**src/rtl/pc_predict.sv**
```systemverilog
// Fetch-stage next-PC predictor with a speculative return-address stack and
// a D/E/M checkpoint chain that lets a mispredicted jump roll the stack back.
module pc_predict #(
    parameter int unsigned DEPTH    = 8,
    parameter logic [63:0] RESET_PC = 64'h0
) (
    input  logic                     clk_i,
    input  logic                     rst_n_i,
    input  logic [3:0]               f_icode_i,
    input  logic [63:0]              f_valC_i,
    input  logic [63:0]              f_valP_i,
    input  logic                     F_stall_i,
    input  logic                     D_stall_i,
    input  logic                     D_bubble_i,
    input  logic                     E_bubble_i,
    input  logic                     M_bubble_i,
    input  logic [3:0]               M_icode_i,
    input  logic                     M_Cnd_i,
    output logic [63:0]              F_predPC_o,
    output logic [$clog2(DEPTH):0]   ras_count_o,
    output logic                     ras_empty_o
);

    localparam int unsigned PW = $clog2(DEPTH);
    localparam int unsigned CW = PW + 1;

    localparam logic [3:0] IJXX  = 4'h7;
    localparam logic [3:0] ICALL = 4'h8;
    localparam logic [3:0] IRET  = 4'h9;

    typedef struct packed {
        logic          valid;
        logic [PW-1:0] ptr;
        logic [CW-1:0] count;
    } ckpt_t;

    logic [63:0]   stack [DEPTH];
    logic [63:0]   pred_pc;
    logic [PW-1:0] ptr;
    logic [CW-1:0] count;
    ckpt_t         d_ck, e_ck, m_ck;

    logic          mis;
    logic [PW-1:0] eff_ptr, ret_ptr, nxt_ptr;
    logic [CW-1:0] eff_count, nxt_count;
    logic [63:0]   nxt_pc;
    logic          push;
    ckpt_t         f_snap;

    // NOTE: every always_comb output gets a default first so no path can infer a latch.
    always_comb begin
        mis       = (M_icode_i == IJXX) && !M_Cnd_i && !M_bubble_i;
        eff_ptr   = ptr;
        eff_count = count;
        if (mis && m_ck.valid) begin
            eff_ptr   = m_ck.ptr;
            eff_count = m_ck.count;
        end
        ret_ptr   = eff_ptr - PW'(1);
        f_snap    = '{valid: 1'b1, ptr: eff_ptr, count: eff_count};

        nxt_ptr   = eff_ptr;
        nxt_count = eff_count;
        nxt_pc    = pred_pc;
        push      = 1'b0;
        if (!F_stall_i) begin
            nxt_pc = f_valP_i;
            case (f_icode_i)
                IJXX: nxt_pc = f_valC_i;
                ICALL: begin
                    push    = 1'b1;
                    nxt_pc  = f_valC_i;
                    nxt_ptr = eff_ptr + PW'(1);
                    // A full stack overwrites its oldest entry; count saturates.
                    if (eff_count != CW'(DEPTH))
                        nxt_count = eff_count + CW'(1);
                end
                IRET: begin
                    if (eff_count != '0) begin
                        nxt_pc    = stack[ret_ptr];
                        nxt_ptr   = ret_ptr;
                        nxt_count = eff_count - CW'(1);
                    end
                end
                default: ;
            endcase
        end
    end

    // NOTE: sequential state uses non-blocking assignments so every register samples pre-edge values.
    always_ff @(posedge clk_i or negedge rst_n_i) begin
        if (!rst_n_i) begin
            pred_pc <= RESET_PC;
            ptr     <= '0;
            count   <= '0;
            d_ck    <= '0;
            e_ck    <= '0;
            m_ck    <= '0;
        end else begin
            pred_pc <= nxt_pc;
            ptr     <= nxt_ptr;
            count   <= nxt_count;
            if (!D_stall_i)
                d_ck <= (D_bubble_i || F_stall_i) ? '0 : f_snap;
            e_ck <= E_bubble_i ? '0 : d_ck;
            m_ck <= M_bubble_i ? '0 : e_ck;
        end
    end

    // NOTE: the stack array is not reset; count==0 already marks every entry as unused.
    always_ff @(posedge clk_i) begin
        if (push)
            stack[eff_ptr] <= f_valP_i;
    end

    assign F_predPC_o  = pred_pc;
    assign ras_count_o = count;
    assign ras_empty_o = (count == '0);

endmodule
```
**config.mk**
```make
export PLATFORM = sky130hd
export DESIGN_NAME = pc_predict
export DESIGN_NICKNAME = d
export VERILOG_FILES = /design/src/rtl/pc_predict.sv
export SDC_FILE = /design/constraint.sdc
export NUM_CORES = 1
export LEC_CHECK = 0
export CAP_MARGIN = 20
export CELL_PAD_IN_SITES_DETAIL_PLACEMENT = 1
export CELL_PAD_IN_SITES_GLOBAL_PLACEMENT = 2
export CORE_MARGIN = 2
export CORE_UTILIZATION = 47
export DETAILED_ROUTE_END_ITERATION = 8
export GPL_ROUTABILITY_DRIVEN = 0
export HOLD_SLACK_MARGIN = 0.15
export PLACE_DENSITY = 0.85
export SYNTH_ARGS = -nofsm -noshare
export SYNTH_HDL_FRONTEND = slang
export SYNTH_SLANG_ARGS = --single-unit
```
**constraint.sdc**
```tcl
create_clock -name clk_i -period 10 [get_ports clk_i]
set_clock_uncertainty 0.2 [all_clocks]
set_input_delay 2 -clock clk_i [delete_from_list [all_inputs] [get_ports clk_i]]
set_output_delay 2 -clock clk_i [all_outputs]
set_load 0.1 [all_outputs]
```
* Word-level counts from Yosys, hierarchy flattened
Memory sizes are Yosys's and may differ from the RTL's. Index checks and enable logic that the tools add are counted.
Operators by class: equality and inequality tests 5, add/sub/neg operators 4, muxes and demuxes 18, reductions and logical operators 9
Operator list (count):
- $pmux W64 S2 | 1
- $mux W64 | 1
- $mux W8 | 3
- $mux W4 | 4
- $mux W3 | 3
- $eq A4 B3 Y1 const B | 2
- $eq A4 B4 Y1 const B | 2
- $pmux W4 S2 | 1
- $pmux W3 S2 | 1
- $add A4 B1 Y4 const B | 1
- $logic_not A4 Y1 | 1
- $mux W1 | 4
- $ne A4 B4 Y1 const B | 1
- $reduce_bool A4 Y1 | 1
- $sub A4 B1 Y4 const B | 1
- $add A3 B1 Y3 const B | 1
- $logic_and A1 B1 Y1 | 3
- $sub A3 B1 Y3 const B | 1
- $logic_not A1 Y1 | 2
- $reduce_or A2 Y1 | 1
- $logic_or A1 B1 Y1 | 1
Word-level totals: bits in registers 95, word-level logic and storage cells 49, output and inout bits 69, memories 1, bits in writable memories 512
Memories:
- stack | words 8, width 64, rd ports 1, clocked after memory_dff 0, write ports 1, line 37 | logic [63:0] stack [DEPTH];

* Longest topological paths before layout
depth in word-level cells 9, depth in mapped cells 14, mapped depth without buffers 10

* Worst setup path before layout
Ideal clock, no wire load.
path kind input -> register, start point input M_Cnd_i, end point memory stack[3][0], enable pin, library setup time 0.565 ns, arrival time 7.596 ns, required time 9.235 ns, path buffers 2, stages on the path 8, setup slack 1.639 ns, cells stage by stage nor4bb_4 nand2_4 mux2i_4 buf_6 buf_8 inv_1 nand2_1 nor3_1
Between the ends: longest elaborated chain between the ends 5
RTL lines:
- from (decl) | line 18 | input logic M_Cnd_i,
- $logic_not A1 Y1 | line 52 | mis = (M_icode_i == IJXX) && !M_Cnd_i && !M_bubble_i;
- $logic_and A1 B1 Y1 (2 in series) | line 52
- $logic_and A1 B1 Y1 | line 55 | if (mis && m_ck.valid) begin
- $mux W3 | line 55
- to (decl) | line 37
Every way passes these cells.

* Worst setup path after layout
start point input M_bubble_i, end point register pred_pc[25], in the netlist F_predPC_o[25]
Between the ends: longest elaborated chain between the ends 8, elaborated cells between the ends (all ways) 10
RTL lines:
- from (decl) | line 16 | input logic M_bubble_i,
- $logic_not A1 Y1 * | line 52
- $logic_and A1 B1 Y1 * | line 52
- $logic_and A1 B1 Y1 * | line 55
- $mux W3 | line 55
- $sub A3 B1 Y3 | line 59 | ret_ptr = eff_ptr - PW'(1);
- $mem_v2 Z8 W64
- $mux W64 * | line 79 | if (eff_count != '0) begin
- $pmux W64 S2 * | line 68 | case (f_icode_i)
- to (signal assigned) | line 100 | pred_pc <= nxt_pc;
- to (decl) | line 38 | logic [63:0] pred_pc;
Mark *: on every way between the ends. The rest lies on a longest branch, timed or not. A chain may end at the register's enable or synchronous reset.

==> results.txt <==
----------------------------------------------------
[Outcome]
  Status ... finished, final reports clean

[Route]
  TritonRoute pass-1 iters ... 5
  Routed len/inst ... 26.5 um
  Initial drt markers ... 1118
  DRC ... 0
  Antenna-violating nets left ... 0
  Post-detailed-routing wire length ... 64.5 mm
  Vias per inst ... 6.04
  Count of vias placed by the detailed router ... 14.7k

[Yosys]
  Area share of the largest cell type after synthesis ... 60.9%
  Number of nets produced by synthesis ... 1633
  Number of library cell types mapped by synthesis ... 55
  Largest area contributor in the netlist ... sky130_fd_sc_hd__edfxtp_1
  Seq/Total Area, Yosys ... 70.3%
  Cells after Synth ... 1485
  Syn avg cell area ... 17.0 sq um
  Top cells by area, synth ... sky130_fd_sc_hd__edfxtp_1, sky130_fd_sc_hd__mux4_2, sky130_fd_sc_hd__dfrtp_1
  Number of enable flip-flop cells after synthesis ... 512
  Flops & latches, synth ... 607
  Ys async rst share ... 15.7%
  Area of the mapped netlist ... 0.0253 sq mm
  Most common flop cell mapped by yosys ... sky130_fd_sc_hd__edfxtp_1
  Yosys warns ... 0

[Clocking]
  Clock Latency Late Sink ... 620 ps
  Post-CTS setup buffer count ... 0
  Number of resized instances in the post-cts repair step ... 0
  Clock tree from TritonCTS ... built
  H-Tree Depth ... 2
  Worst-case clock buffer depth ... 3
  Hold bufs inserted after CTS ... 0
  Cell at the root of the clock tree ... sky130_fd_sc_hd__clkbuf_16
  Worst-path clk slew ... 60 ps
  Number of buffers created by CTS ... 60
  Clk sink count ... 607

[Power]
  Power density cells ... 237 mW/mm^2
  Net switching share of the total power ... 30.0%
  Power consumption ... 0.00710 W
  Maximum VDD drop ... 0.000186 V
  Reg power frac ... 40.3%
  Total leakage power ... 10.2 nW
  Internal power summed over all cells ... 0.00497 W
  Logic pwr share ... 28.1%
  Net Switching ... 0.00213 W
  Clk network pwr share ... 31.6%

[Timing]
  Max Slew Vio Count ... 0
  Tightest Pin Transition ... 1130 ps
  Remaining max-slew budget at the tightest pin ... 24.3%
  Fraction of the cycle the final worst path needs ... 64.1%
  Smallest setup slack after layout ... 3590 ps
  Worst hold-check slack ... 262 ps
  Setup repair after global routing missed its margin ... false
  Max frequency ... 156 MHz
  Final critical-path required period ... 6410 ps
  Hold violation count in the final report ... 0
  Final setup violation count ... 0
  Final-layout setup total negative slack ... 0 ps

[Floorplan]
  Full die area ... 0.0556 sq mm
  Height of the chip ... 236 um
  Boundary Pins ... 213
  Row count ... 84
  Die span in x ... 236 um
  Core ar. ... 0.0529 sq mm
  Initial Util ... 47.8%

[GRT]
  Tot GR Track Use ... 23.6%
  Grt ovf ... 0
  Pin count of the biggest net entering global routing ... 76
  Initial antenna violation count ... 5
  Wire length of the first global-routing pass ... 98.7 mm
  Vias in the first global route ... 16.0k

[Finish]
  Area growth from synthesis to layout ... 18.6%
  Most used cells in the layout excluding fill and tap cells ... sky130_fd_sc_hd__edfxtp_1, sky130_fd_sc_hd__clkdlybuf4s50_1, sky130_fd_sc_hd__nand3_1
  Proportion of layout cells with a drive suffix above 1 ... 15.6%
  Post-layout instance count excluding filler cells ... 2438
  Net count reported at finish ... 1846
  Most common cell after layout, fill and taps aside ... sky130_fd_sc_hd__edfxtp_1

[Worst hold path]
  Class of the worst hold path ... register to register

[Critical path]
  Max Fanout on Critical Path ... 47
  Longest individual stage delay on the worst path ... 780 ps
  Sort of element at the start of the critical path ... input pin
  Cells along the critical path ... clkdlybuf4s50_1 -> nor4bb_4 -> nand2_4 -> mux2i_4 -> buf_4 -> ha_4 -> xnor2_1 -> a21oi_1 -> nor2_1 -> and2_2 -> buf_4 -> nand3_1 -> nand3_1
  Arrival time at the worst endpoint ... 6740 ps
  R2R setup slack ... 5300 ps
  Slowest cell on the critical path ... sky130_fd_sc_hd__buf_4
  Data required, critical path ... 10340 ps
  Endpoint kind of the worst setup timing path ... register
  Type of the worst setup path ... input pin to register

[Job]
  Max-cap violation count ... 0

[Placed design]
  Number of I/O port buffers ... 212
  Detailed placer's ending HPWL ... 36.5 mm
  Number of cells after detailed placement ... 2322
  Pre-CTS setup slack ... 2620 ps

----------------------------------------------------
[power by group through the flow]
stage          sequential, W  clock (W)  combinational, W
4_1_cts              0.00286    0.00228           0.00201
6_report             0.00286    0.00224           0.00200
3_5_place_dp         0.00291          0           0.00199
2_1_floorplan        0.00319          0           0.00129
5_1_grt              0.00287    0.00237           0.00213
3_3_place_gp         0.00291          0           0.00197
[critical path: cells and delay by family]
family / cells / cell delay, ps
compound gates: 1 / 80
buf+inv: 3 / 2030
simple gates: 6 / 1900
fa+ha+maj: 1 / 250
mux: 1 / 210
xor+xnor: 1 / 210
[worst paths after layout]
path                                           from                          to  cells after the start
worst max-delay path                     M_bubble_i  F_predPC_o[25]$_DFFE_PN0N_                     13
worst min-delay path            d_ck[7]$_DFFE_PN0N_         d_ck[7]$_DFFE_PN0N_                      2
worst max register to register    m_ck[7]$_DFF_PN0_  F_predPC_o[25]$_DFFE_PN0N_                     12
worst min register to register  d_ck[7]$_DFFE_PN0N_         d_ck[7]$_DFFE_PN0N_                      2
max in group asynchronous                   rst_n_i  F_predPC_o[47]$_DFFE_PN0N_                      2
min in group asynchronous                   rst_n_i  F_predPC_o[63]$_DFFE_PN0N_                      1
[cells in the mapped netlist (all sizes together) (2+ instances only)]
library cell    n
edfxtp        512
nand3         186
mux4          125
nand2b        123
dfrtp          95
nand2          93
a21o           59
a221o          59
clkbuf         53
buf            37
nor2           19
mux2i          15
nor2b          13
o21ai          13
a21oi          10
nor3            8
inv             6
nand3b          5
o22ai           5
and2b           4
ha              4
and2            3
and3b           3
mux2            3
nand4           3
xnor2           3
a211oi          2
a41o            2
nor3b           2
nor4            2
o31ai           2
[per-layer routing]
metal	track usage, %	up-vias	share of wire, %
met2	39.7	460	50
met4	7.28	6	2.2
met1	31.7	7825	42
li1	-	6333	-
met5	0	-	0.060
met3	3.83	93	5.6
[state kept, by name (all words and copies together), names as in the netlist]
signal       count
d_ck             8
e_ck             8
F_predPC_o      64
ptr              3
ras_count_o      4
stack          512
m_ck             8
[final cells by class]
type	instances	area, sq um
clock buffer	75	1650
antenna	2	5.00
timing repair buffer	241	2360
inverter	6	22.5
sequential	607	17800
clock inverter	37	324
multi-input combinational	782	6990
tap	688	861
fill	4788	22900
[cells by family after synthesis]
group / count (synthesis) / share of synthesized area [%]
DFF: 607 / 70.3
AOI/OAI and AO/OA: 163 / 5.26
buffers and inverters: 96 / 2.38
adders and majority gates: 4 / 0.198
and+or+nand+nor: 469 / 9.83
xor gates and xnor gates: 3 / 0.104
muxes: 143 / 11.9
[through the flow]
step,util [%],cell area [sq um]
finish,56.7,30000
global route,56.7,30000
CTS,56.6,29900
detailed placement,52.9,27900
global placement,52.9,27900
floorplan,-,25300
No activity file was read; power rests on OpenSTA's default activity.
